<file path="src/rtl/shift_add_multiplier_if.sv">
// Handshake/bus bundle for shift_add_multiplier.
//   start   : request pulse from the sequencer, sampled only while idle
//   a, b    : multiplicand / multiplier, captured on the accepting edge
//   sign_en : two's-complement operands (only with SHIFT_ADD_MULT_SIGNED_EN)
//   product : 2*WIDTH result register
//   busy    : high whenever the unit is not idle
//   done    : one-cycle completion pulse
// Handshake: the sequencer raises start while busy is low; the rising edge
// that sees start=1 in IDLE accepts a/b. busy stays high until the edge after
// done. product is valid in the done cycle and holds until the next done.
// start while busy is ignored (no queuing).
interface shift_add_multiplier_if #(
  parameter int WIDTH = 8
);
  logic               start;
  logic [WIDTH-1:0]   a;
  logic [WIDTH-1:0]   b;
`ifdef SHIFT_ADD_MULT_SIGNED_EN
  logic               sign_en;
`endif
  logic [2*WIDTH-1:0] product;
  logic               busy;
  logic               done;

`ifdef SHIFT_ADD_MULT_SIGNED_EN
  modport master (output start, a, b, sign_en, input product, busy, done);
  modport slave  (input start, a, b, sign_en, output product, busy, done);
`else
  modport master (output start, a, b, input product, busy, done);
  modport slave  (input start, a, b, output product, busy, done);
`endif
endinterface

</file>
<file path="src/rtl/shift_add_multiplier.sv">
// Radix-2 shift-add sequential multiplier with early termination.
// Latency is bounded by the position of the highest set multiplier bit,
// so at most WIDTH cycles in RUN plus one DONE cycle.
// Optional macro: SHIFT_ADD_MULT_SIGNED_EN adds sign_en (sign-magnitude
// handling of two's-complement operands with a final negation).
// Ports:
//   clk       : clock, rising edge
//   reset_n   : asynchronous active-low reset
//   bus       : shift_add_multiplier_if.slave (start/a/b/[sign_en]/product/busy/done)
//   state_dbg : current controller state (IDLE=0, RUN=1, DONE=2)
module shift_add_multiplier #(
  parameter int WIDTH = 8
) (
  input  logic                         clk,
  input  logic                         reset_n,
  shift_add_multiplier_if.slave        bus,
  output logic [1:0]                   state_dbg
);

  typedef enum logic [1:0] {
    IDLE = 2'd0,
    RUN  = 2'd1,
    DONE = 2'd2
  } state_t;

  state_t state, state_next;

  logic [2*WIDTH-1:0] mcand;
  logic [2*WIDTH-1:0] acc;
  logic [WIDTH-1:0]   mreg;
  logic [2*WIDTH-1:0] product_q;

  logic [2*WIDTH-1:0] sum;
  logic [2*WIDTH-1:0] result;
  logic [WIDTH-1:0]   mreg_shift;
  logic               last;
  logic [WIDTH-1:0]   a_mag;
  logic [WIDTH-1:0]   b_mag;

  // One RUN step: conditional add, then look at what remains of the multiplier.
  assign sum        = acc + (mreg[0] ? mcand : '0);
  assign mreg_shift = mreg >> 1;
  assign last       = (mreg_shift == '0);

`ifdef SHIFT_ADD_MULT_SIGNED_EN
  logic neg;
  logic neg_load;

  // Magnitudes are unsigned WIDTH bits, so |-2^(WIDTH-1)| fits exactly.
  always_comb begin
    a_mag    = bus.a;
    b_mag    = bus.b;
    neg_load = 1'b0;
    if (bus.sign_en) begin
      if (bus.a[WIDTH-1]) a_mag = '0 - bus.a;
      if (bus.b[WIDTH-1]) b_mag = '0 - bus.b;
      neg_load = bus.a[WIDTH-1] ^ bus.b[WIDTH-1];
    end
  end

  assign result = neg ? ('0 - sum) : sum;

  always_ff @(posedge clk or negedge reset_n) begin
    if (!reset_n) begin
      neg <= 1'b0;
    end else if (state == IDLE && bus.start) begin
      neg <= neg_load;
    end
  end
`else
  assign a_mag  = bus.a;
  assign b_mag  = bus.b;
  assign result = sum;
`endif

  // Controller state register.
  always_ff @(posedge clk or negedge reset_n) begin
    if (!reset_n) state <= IDLE;
    else          state <= state_next;
  end

  // Controller next-state.
  always_comb begin
    state_next = state;
    case (state)
      IDLE:    if (bus.start) state_next = RUN;
      RUN:     if (last)      state_next = DONE;
      DONE:    state_next = IDLE;
      default: state_next = IDLE;
    endcase
  end

  // Datapath.
  always_ff @(posedge clk or negedge reset_n) begin
    if (!reset_n) begin
      mcand     <= '0;
      mreg      <= '0;
      acc       <= '0;
      product_q <= '0;
    end else begin
      case (state)
        IDLE: begin
          if (bus.start) begin
            mcand <= {{WIDTH{1'b0}}, a_mag};
            mreg  <= b_mag;
            acc   <= '0;
          end
        end
        RUN: begin
          acc   <= sum;
          mcand <= mcand << 1;
          mreg  <= mreg_shift;
          // product only moves on the RUN->DONE edge, so it holds through later runs.
          if (last) product_q <= result;
        end
        default: ;
      endcase
    end
  end

  assign bus.product = product_q;
  assign bus.busy    = (state != IDLE);
  assign bus.done    = (state == DONE);
  assign state_dbg   = state;

endmodule

</file>
<file path="src/flat_wrapper.sv">
// flat-port wrapper written by rule: the top's interface ports become plain ports
module shift_add_multiplier_flat 
#(
  parameter int WIDTH = 8
)
  (clk, reset_n, state_dbg, bus_start, bus_a, bus_b, bus_product, bus_busy, bus_done);
  shift_add_multiplier_if #(.WIDTH(WIDTH)) bus_i ();
  input  logic clk;
  input  logic reset_n;
  output logic [1:0] state_dbg;
  input wire logic [$bits(bus_i.start)-1:0] bus_start;
  input wire logic [$bits(bus_i.a)-1:0] bus_a;
  input wire logic [$bits(bus_i.b)-1:0] bus_b;
  output wire logic [$bits(bus_i.product)-1:0] bus_product;
  output wire logic [$bits(bus_i.busy)-1:0] bus_busy;
  output wire logic [$bits(bus_i.done)-1:0] bus_done;
  assign bus_i.start = bus_start;
  assign bus_i.a = bus_a;
  assign bus_i.b = bus_b;
  assign bus_product = bus_i.product;
  assign bus_busy = bus_i.busy;
  assign bus_done = bus_i.done;
  shift_add_multiplier #(.WIDTH(WIDTH)) u_core (.clk(clk), .reset_n(reset_n), .bus(bus_i), .state_dbg(state_dbg));
endmodule
</file>
<file path="config.mk">
export PLATFORM = sky130hd
export DESIGN_NAME = shift_add_multiplier_flat
export DESIGN_NICKNAME = d
export VERILOG_FILES = /design/src/rtl/shift_add_multiplier_if.sv /design/src/rtl/shift_add_multiplier.sv /design/src/flat_wrapper.sv
export SDC_FILE = /design/constraint.sdc
export NUM_CORES = 1
export LEC_CHECK = 0
export CAP_MARGIN = 5
export CORE_MARGIN = 2
export CORE_UTILIZATION = 55
export DETAILED_ROUTE_END_ITERATION = 7
export PLACE_DENSITY = 0.79
export SLEW_MARGIN = 20
export SYNTH_ARGS = -nofsm -noshare
export SYNTH_HDL_FRONTEND = slang
export SYNTH_SLANG_ARGS = --single-unit
</file>
<file path="constraint.sdc">
create_clock -name clk -period 7 [get_ports clk]
set_input_delay 1.05 -clock clk [delete_from_list [all_inputs] [get_ports clk]]
set_output_delay 1.05 -clock clk [all_outputs]
set_load 0.02 [all_outputs]
</file>
Yosys cells after proc, flatten, opt, wreduce, memory -nomap -nowiden
Index checks and enable logic that the tools add are counted.
Operators by class
  $add $sub $neg: 1
  eq/ne operators: 4
  multiplexer cells: 10
  reductions and logical operators: 7
Operators with widths (number)
  $pmux W16 S2: 2
  $mux W16: 3
  $add A16 B16 Y16: 1
  $pmux W8 S2: 1
  $logic_not A8 Y1: 1
  $mux W8: 1
  $reduce_and A2 Y1: 3
  $mux W2: 2
  $pmux W2 S2: 1
  $reduce_bool A2 Y1: 2
  $eq A2 B1 Y1 const B: 1
  $eq A2 B2 Y1 const B: 1
  $logic_not A2 Y1: 1
  $ne A2 B1 Y1 const B: 1
  $ne A2 B2 Y1 const B: 1
Word-level totals
  register bits after elaboration: 58
  bits of input ports: 19
  output and inout bits: 20
  logic and storage cells: 27

Depth between registers and ports, before layout
Gate-level depths: netlist (run 1).
  depth in word-level cells: 3
  gate-level depth with buffers: 10
  gate-level depth less buffers: 9

Worst setup path after synthesis (run 1)
No wires, ideal clock.
  kind: register -> register
  from: reg u_core.mreg[0]
  to: reg u_core.acc[13]
  library setup time: 129 ps
  arrival: 2137 ps
  required time: 6871 ps
  setup slack: 4735 ps
  stages on the path, launching flop included: 11
  buffers on the path: 2
  clock period less this slack: 2265 ps
  path through: dfrtp_1 > clkbuf_1 > and2_1 > ha_1 > nand2_1 > a2111o_1 > and3_1 > buf_6 > a31oi_4 > xnor2_1 > o21ai_1
Between the ends
  cells in the longest elaborated chain, start to end: 3
Ends and longest elaborated chain
  start, declared: line shift_add_multiplier.sv:30  | logic [WIDTH-1:0] mreg;
  start signal, assigned: line shift_add_multiplier.sv:105  | mreg <= b_mag;
  start signal, assigned: line shift_add_multiplier.sv:112  | mreg <= mreg_shift;
  $mux W16: line shift_add_multiplier.sv:41  | assign sum = acc + (mreg[0] ? mcand : '0);
  $add A16 B16 Y16: line shift_add_multiplier.sv:41
  $pmux W16 S2: line shift_add_multiplier.sv:101  | case (state)
  end signal, assigned: line shift_add_multiplier.sv:110  | acc <= sum;
  end, declared: line shift_add_multiplier.sv:29  | logic [2*WIDTH-1:0] acc;
Every way passes these cells.
A chain may end at the register's enable or synchronous reset.

Final worst setup path (run 1)
  from: reg u_core.state[0] (netlist: u_core.state_dbg[0])
  to: out bus_busy
Between the ends
  cells in the longest elaborated chain, start to end: 1
Ends and longest elaborated chain
  start, declared: line shift_add_multiplier.sv:26  | state_t state, state_next;
  start signal, assigned: line shift_add_multiplier.sv:79  | else state <= state_next;
  $reduce_bool A2 Y1: line shift_add_multiplier.sv:122  | assign bus.busy = (state != IDLE);
  end, declared: line flat_wrapper.sv:15  | output wire logic [$bits(bus_i.busy)-1:0] bus_busy;
Every way passes these cells.

==> impl_metrics.env, run 1 <==
export IMPL_drv_slew=0
export IMPL_grt_overflow=0
export IMPL_ys_ff_latch=58
export IMPL_p_clk_share_pct=21.8
export IMPL_dieArea_um2=6300
export IMPL_ys_flop_type="dfrtp_1"
export IMPL_path_delay_family="flip-flops"
export IMPL_cap_violations=0
export IMPL_layout_drive_gt1_share_pct=7.28
export IMPL_status="completed"
export IMPL_initial_core_util_pct=56.7
export IMPL_io_pins=39
export IMPL_period_minus_slack_ps=3280
export IMPL_yosysSeqAreaShare_pct=46.5
export IMPL_synth_cell_types=44
export IMPL_comb_power_share_pct=40.4
export IMPL_worst_hold_path_type="reg -> reg"
export IMPL_firstDrtPassIters=4
export IMPL_htreeDepth=3
export IMPL_min_from="u_core.bus.product[0]"
export IMPL_cp_max_fo=36
export IMPL_synthTopCellsByCount="nand2_1, dfrtp_1, o21ai_0"
export IMPL_hpwl_um=4320
export IMPL_path_cells="or2_2 > clkdlybuf4s50_1"
export IMPL_layout_cells_non_filler=443
export IMPL_cts_resized_gates=0
export IMPL_worst_setup_path_end_kind="output port"
export IMPL_grt_pass1_vias=2418
export IMPL_cts_root_buf="clkbuf_8"
export IMPL_p_sw_share_pct=40.3
export IMPL_yosys_warnings=0
export IMPL_tritoncts_num_buffers=9
export IMPL_syn_instance_count=333
export IMPL_relSlewSlack_pct=30.0
export IMPL_setup_viol=0
export IMPL_slowest_delay_ps=1040
export IMPL_synth_area_per_cell_um2=9.38
export IMPL_total_power_uw=1560
export IMPL_crit_type="reg -> out"
export IMPL_regToRegSetupSlack_ps=4110
export IMPL_antenna_cells=0
export IMPL_tightestPinTransition_ps=1050
export IMPL_nNetsFinal=401
export IMPL_p_leak_uw=0.00161
export IMPL_critPathLaunch="u_core.state_dbg[0]"
export IMPL_ys_top_cells_by_area="dfrtp_1, nand2_1, o21ai_0"
export IMPL_place_inst=427
export IMPL_fp_dieW_um=79.4
export IMPL_fill_cells=426
export IMPL_wl_per_cell_um=14.9
export IMPL_grt_max_degree=59
export IMPL_crit_arrival_ps=2230
export IMPL_yosysTopAreaCellShare_pct=46.5
export IMPL_clockBufferDepth=2
export IMPL_r2r_end="u_core.bus.product[7]"
export IMPL_preCtsSetupSlack_ps=4100
export IMPL_place_gp_congestion=0.796
export IMPL_clock_sinks=58
export IMPL_rr_startpoint="u_core.state_dbg[0]"
export IMPL_reg2reg_depth=4
export IMPL_min_to="u_core.bus.product[0]"
export IMPL_io_buffer_count=38
export IMPL_p_seq_share_pct=37.8
export IMPL_power_switching_uw=628
export IMPL_rsz0062_at_grt="no"
export IMPL_routed_wl_um=6610
export IMPL_cts_setup_buffers=0
export IMPL_finClkSkew_ps=9.02
export IMPL_vias=2478
export IMPL_routed_via_density=5.59
export IMPL_critPathBufInv=1
export IMPL_synth_nets=368
export IMPL_clkTransAtPathRegs_ps=60
export IMPL_drt_iter0_drc=141
export IMPL_synth_area_leader_cell="dfrtp_1"
export IMPL_drtAntennaViolNets=0
export IMPL_peakVddDrop_uv=303
export IMPL_synth_edf_count=0
export IMPL_clock_latency_ps=330
export IMPL_syn_area_um2=3120
export IMPL_ctsHoldBuffers=0
export IMPL_grt_pass1_wl_um=11400
export IMPL_core_um2=5510
export IMPL_cts_tree="yes"
export IMPL_fin_crit_sh_pct=46.8
export IMPL_async_reset_ff_share_pct=100
export IMPL_drc=0
export IMPL_die_y_um=79.4
export IMPL_crit_slowest_cell="dfrtp_1"
export IMPL_rows=27
export IMPL_yosysMostFrequentCell="nand2_1"
export IMPL_p_int_uw=930
export IMPL_fin_tns_setup_ps=0
export IMPL_grt_total_usage_pct=23.5
export IMPL_power_density_nw_per_um2=415
export IMPL_startpoint_type="flop"
export IMPL_hold_violations=0
export IMPL_grt_antenna_before_repair=0
export IMPL_finalWorstSetupSlack_ps=3720
export IMPL_hold_depth=2
export IMPL_area_delta_synth_final_pct=20.1
export IMPL_worstPathRequired_ps=5950
export IMPL_fmax_mhz=305
## area by class of cell
class / instances / area, um^2 / area share [%]
Tap cell: 72 / 90.1 / 2.40
Sequential cell: 58 / 1450 / 38.7
Timing Repair Buffer: 40 / 390 / 10.4
Inverter: 7 / 26.3 / 0.701
Multi-Input combinational cell: 250 / 1570 / 41.9
Clock buffer: 11 / 141 / 3.77
Clock inverter: 5 / 77.6 / 2.07
## per-layer routing
layer  GRT usage, %  up-vias  routed length [um]
li1               -     1237                   -
met1           32.2     1175                3200
met3           4.09       10                 295
met4           10.0        0                 103
met5              0        -                   0
met2           36.9       56                3000
## through the flow
step	area, um^2	hold slack (ps)	util, %
after CTS	3750	469	68.1
after global placement	3530	450	64.1
final	3750	464	68.1
after global routing	3750	500	68.1
after detailed placement	3530	455	64.1
after floorplan	3120	456	-
## power groups by stage
stage	Clock [uW]	Sequential, uW	Combinational, uW
detailed placement	0	589	627
global route	359	607	702
floorplan	0	569	431
CTS	346	587	630
finish	340	589	629
global placement	0	584	609
## state kept, by name, indices dropped and copies added (netlist names)
signal / cells
u_core.acc: 16
u_core.bus.product: 16
u_core.mcand: 16
u_core.mreg: 8
u_core.state_dbg: 2
## cell usage in the layout, fill, tap and decap left out, types with 5 or more instances in the layout
master,Yosys,layout
clkdlybuf4s50_1,0,37
a22o_1,12,12
xnor2_1,7,7
and2_1,17,17
xor2_1,7,7
inv_1,6,6
o21ai_1,5,5
o21ai_0,43,43
clkbuf_8,0,10
dfrtp_1,58,58
nor3b_1,14,14
nor2_1,6,6
ha_1,15,15
nand2_1,60,60
a21oi_1,27,27
## worst max path at each step
stage                     end  slack, ps  cells after the start
2_1_floorplan  u_core.acc[13]       4730                     10
3_3_place_gp         bus_busy       4100                      2
3_5_place_dp         bus_busy       4100                      2
4_1_cts              bus_busy       3710                      2
5_1_grt              bus_busy       3600                      2
6_report             bus_busy       3720                      2
## worst reg2reg max path, delay by kind of cell, from the launching register on
kind            cells  cell delay [ps]
compound gates      1               90
flops               1             1040
simple gates        3             1620
## cells by family (layout without fill, tap and decap cells)
kind of cell,after synthesis,in the layout,synth area share [%]
AND/OR/NAND/NOR,113,113,18.0
buffers and inverters,25,63,3.28
XOR/XNOR,14,14,3.93
flip-flops,58,58,46.5
multiplexers,4,4,1.36
adder cells (fa/ha/maj),16,16,6.65
AO/OA/AOI/OAI,103,103,20.3
No activity file was read; power rests on OpenSTA's default activity.
==> run 2, diff against run 1 <==
CORE_UTILIZATION = 50   (was 55)
PLACE_DENSITY = 0.76   (was 0.79)
clock period = 2.75 ns   (was 7 ns; I/O delays follow)
==> run 2 against run 1 <==
First-iteration DRC count is 20% lower; register-to-register slack lost 3800 ps; final area increased by 1.5%; die area is 9.5% higher; sequential power rose by 140%; global-route usage shrank 4.2 points; utilization is 4.6 points lower; largest cell class unchanged; sequential share of layout area fell by 0.54 points; critical path depth increased by 7; non-clock buffer count up 5.
==> impl_metrics.env, run 2 (same netlist as run 1, synthesis figures left out) <==
export IMPL_fin_crit_sh_pct=90.1
export IMPL_power_density_nw_per_um2=1070
export IMPL_period_minus_slack_ps=2480
export IMPL_antenna_cells=0
export IMPL_fill_cells=491
export IMPL_power_switching_uw=1600
export IMPL_status="completed"
export IMPL_grt_overflow=0
export IMPL_use_met2_pct=28.5
export IMPL_worstPathRequired_ps=2960
export IMPL_setup_viol=0
export IMPL_clkTransAtPathRegs_ps=60
export IMPL_rows=28
export IMPL_grt_busiest_layer="met2"
export IMPL_hpwl_um=4490
export IMPL_grt_total_usage_pct=19.3
export IMPL_nNetsFinal=406
export IMPL_relSlewSlack_pct=38.0
export IMPL_cap_violations=0
export IMPL_peakVddDrop_uv=669
export IMPL_regToRegSetupSlack_ps=270
export IMPL_routed_wl_um=6430
export IMPL_place_gp_congestion=0.837
export IMPL_io_buffer_count=38
export IMPL_clock_latency_ps=340
export IMPL_worst_setup_path_end_kind="flop"
export IMPL_grt_max_degree=59
export IMPL_finClkSkew_ps=6.51
export IMPL_design_area_um2=3810
export IMPL_area_delta_synth_final_pct=21.9
export IMPL_firstDrtPassIters=4
export IMPL_r2r_end="u_core.acc[12]"
export IMPL_rsz0062_at_grt="no"
export IMPL_drt_iter0_drc=113
export IMPL_tritoncts_num_buffers=9
export IMPL_grt_pass1_vias=2318
export IMPL_cts_setup_buffers=0
export IMPL_drtAntennaViolNets=0
export IMPL_core_um2=5990
export IMPL_comb_power_share_pct=43.1
export IMPL_p_seq_share_pct=34.0
export IMPL_layout_drive_gt1_share_pct=8.78
export IMPL_multiInputGateArea_um2=1570
export IMPL_p_leak_uw=0.00164
export IMPL_place_area_um2=3570
export IMPL_htreeDepth=3
export IMPL_cts_tree="yes"
export IMPL_dieArea_um2=6890
export IMPL_fin_tns_setup_ps=0
export IMPL_tightestPinTransition_ps=929
export IMPL_fmax_mhz=403
export IMPL_rr_startpoint="u_core.mreg[0]"
export IMPL_grtUsageMet1_pct=28.0
export IMPL_startpoint_type="flop"
export IMPL_clock_sinks=58
export IMPL_grt_pass1_wl_um=10800
export IMPL_p_sw_share_pct=39.2
export IMPL_p_int_uw=2490
export IMPL_p_clk_share_pct=22.9
export IMPL_hold_violations=0
export IMPL_reg2reg_depth=9
export IMPL_drc=0
export IMPL_die_y_um=83.0
export IMPL_use_met3_pct=3.78
export IMPL_crit_arrival_ps=2690
export IMPL_clockBufferDepth=2
export IMPL_drv_slew=0
export IMPL_wl_per_cell_um=14.3
export IMPL_grt_antenna_before_repair=0
export IMPL_vias=2464
export IMPL_final_common_cell="nand2_1"
export IMPL_worst_hold_path_type="in -> async"
export IMPL_ff_latch_area_um2=1450
export IMPL_fp_dieW_um=83.0
export IMPL_cp_max_fo=17
export IMPL_crit_type="reg -> reg"
export IMPL_cts_root_buf="clkbuf_8"
export IMPL_mostFrequentLayoutCells="nand2_1, dfrtp_1, o21ai_0, clkdlybuf4s50_1, a21oi_1"
export IMPL_io_pins=39
export IMPL_initial_core_util_pct=52.1
export IMPL_routed_via_density=5.46
==> run 2: worst max-delay path by stage <==
stage                              start                      to  slack (ps)  cells past startpoint
after floorplan           u_core.mreg[0]          u_core.acc[13]         480                     10
after global placement    u_core.mreg[0]  u_core.bus.product[12]         300                      9
after detailed placement  u_core.mreg[0]          u_core.acc[12]         240                      9
after CTS                 u_core.mreg[0]          u_core.acc[12]         190                      9
after global routing      u_core.mreg[0]  u_core.bus.product[12]          40                      9
final                     u_core.mreg[0]          u_core.acc[12]         270                      9
==> run 2: through the flow <==
stage                     instances  utilization, %  hold WS [ps]  power (uW)  setup slack, ps
after floorplan                 333               -           117        2550              485
after global placement          435            59.6           449        3120              305
after detailed placement        435            59.6           456        3170              239
after CTS                       451            63.5           240        4120              188
after global routing            451            63.5           286        4380             44.8
final                           451            63.5           211        4090              271
==> run 2: cell type report <==
| type | count | share of cell area [%] |
|---|---|---|
| Multi-Input combinational cell | 250 | 41.3 |
| Tap cell | 75 | 2.47 |
| Timing Repair Buffer | 45 | 11.2 |
| Clock buffer | 10 | 3.35 |
| Sequential cell | 58 | 38.2 |
| Inverter | 7 | 0.690 |
| Clock inverter | 6 | 2.76 |
==> run 2: repair_timing <==
item / CTS / global route
gates resized for setup: 0 / 1
setup endpoints to repair: 0 / 2
hold buffers: 0 / 0
==> run 2: per-layer routing <==
metal	routed length (um)	share of wire [%]
met1	3170	49
met2	2850	44
met3	298	4.6
met4	103	1.6
met5	0	0
==> run 2: critical path, stage by stage (launching register included) <==
cell	delay, ps
dfrtp_2	490
and2_1	170
ha_1	200
fa_1	400
a21oi_1	220
o221a_2	260
o31a_1	230
o21ai_1	90
xnor2_1	180
o21ai_0	110
==> run 2: power by group through the flow <==
stage	combinational (uW)	clock [uW]	sequential, uW
2_1_floorplan	1100	0	1450
3_3_place_gp	1720	0	1390
3_5_place_dp	1760	0	1400
4_1_cts	1780	947	1390
5_1_grt	1960	990	1440
6_report	1760	936	1390
==> run 3, diff against run 2 <==
GPL_ROUTABILITY_DRIVEN = 0   (was not set)
==> results of run 3 <==
The final DEF is identical to that of run 2; final timing and power are the same.
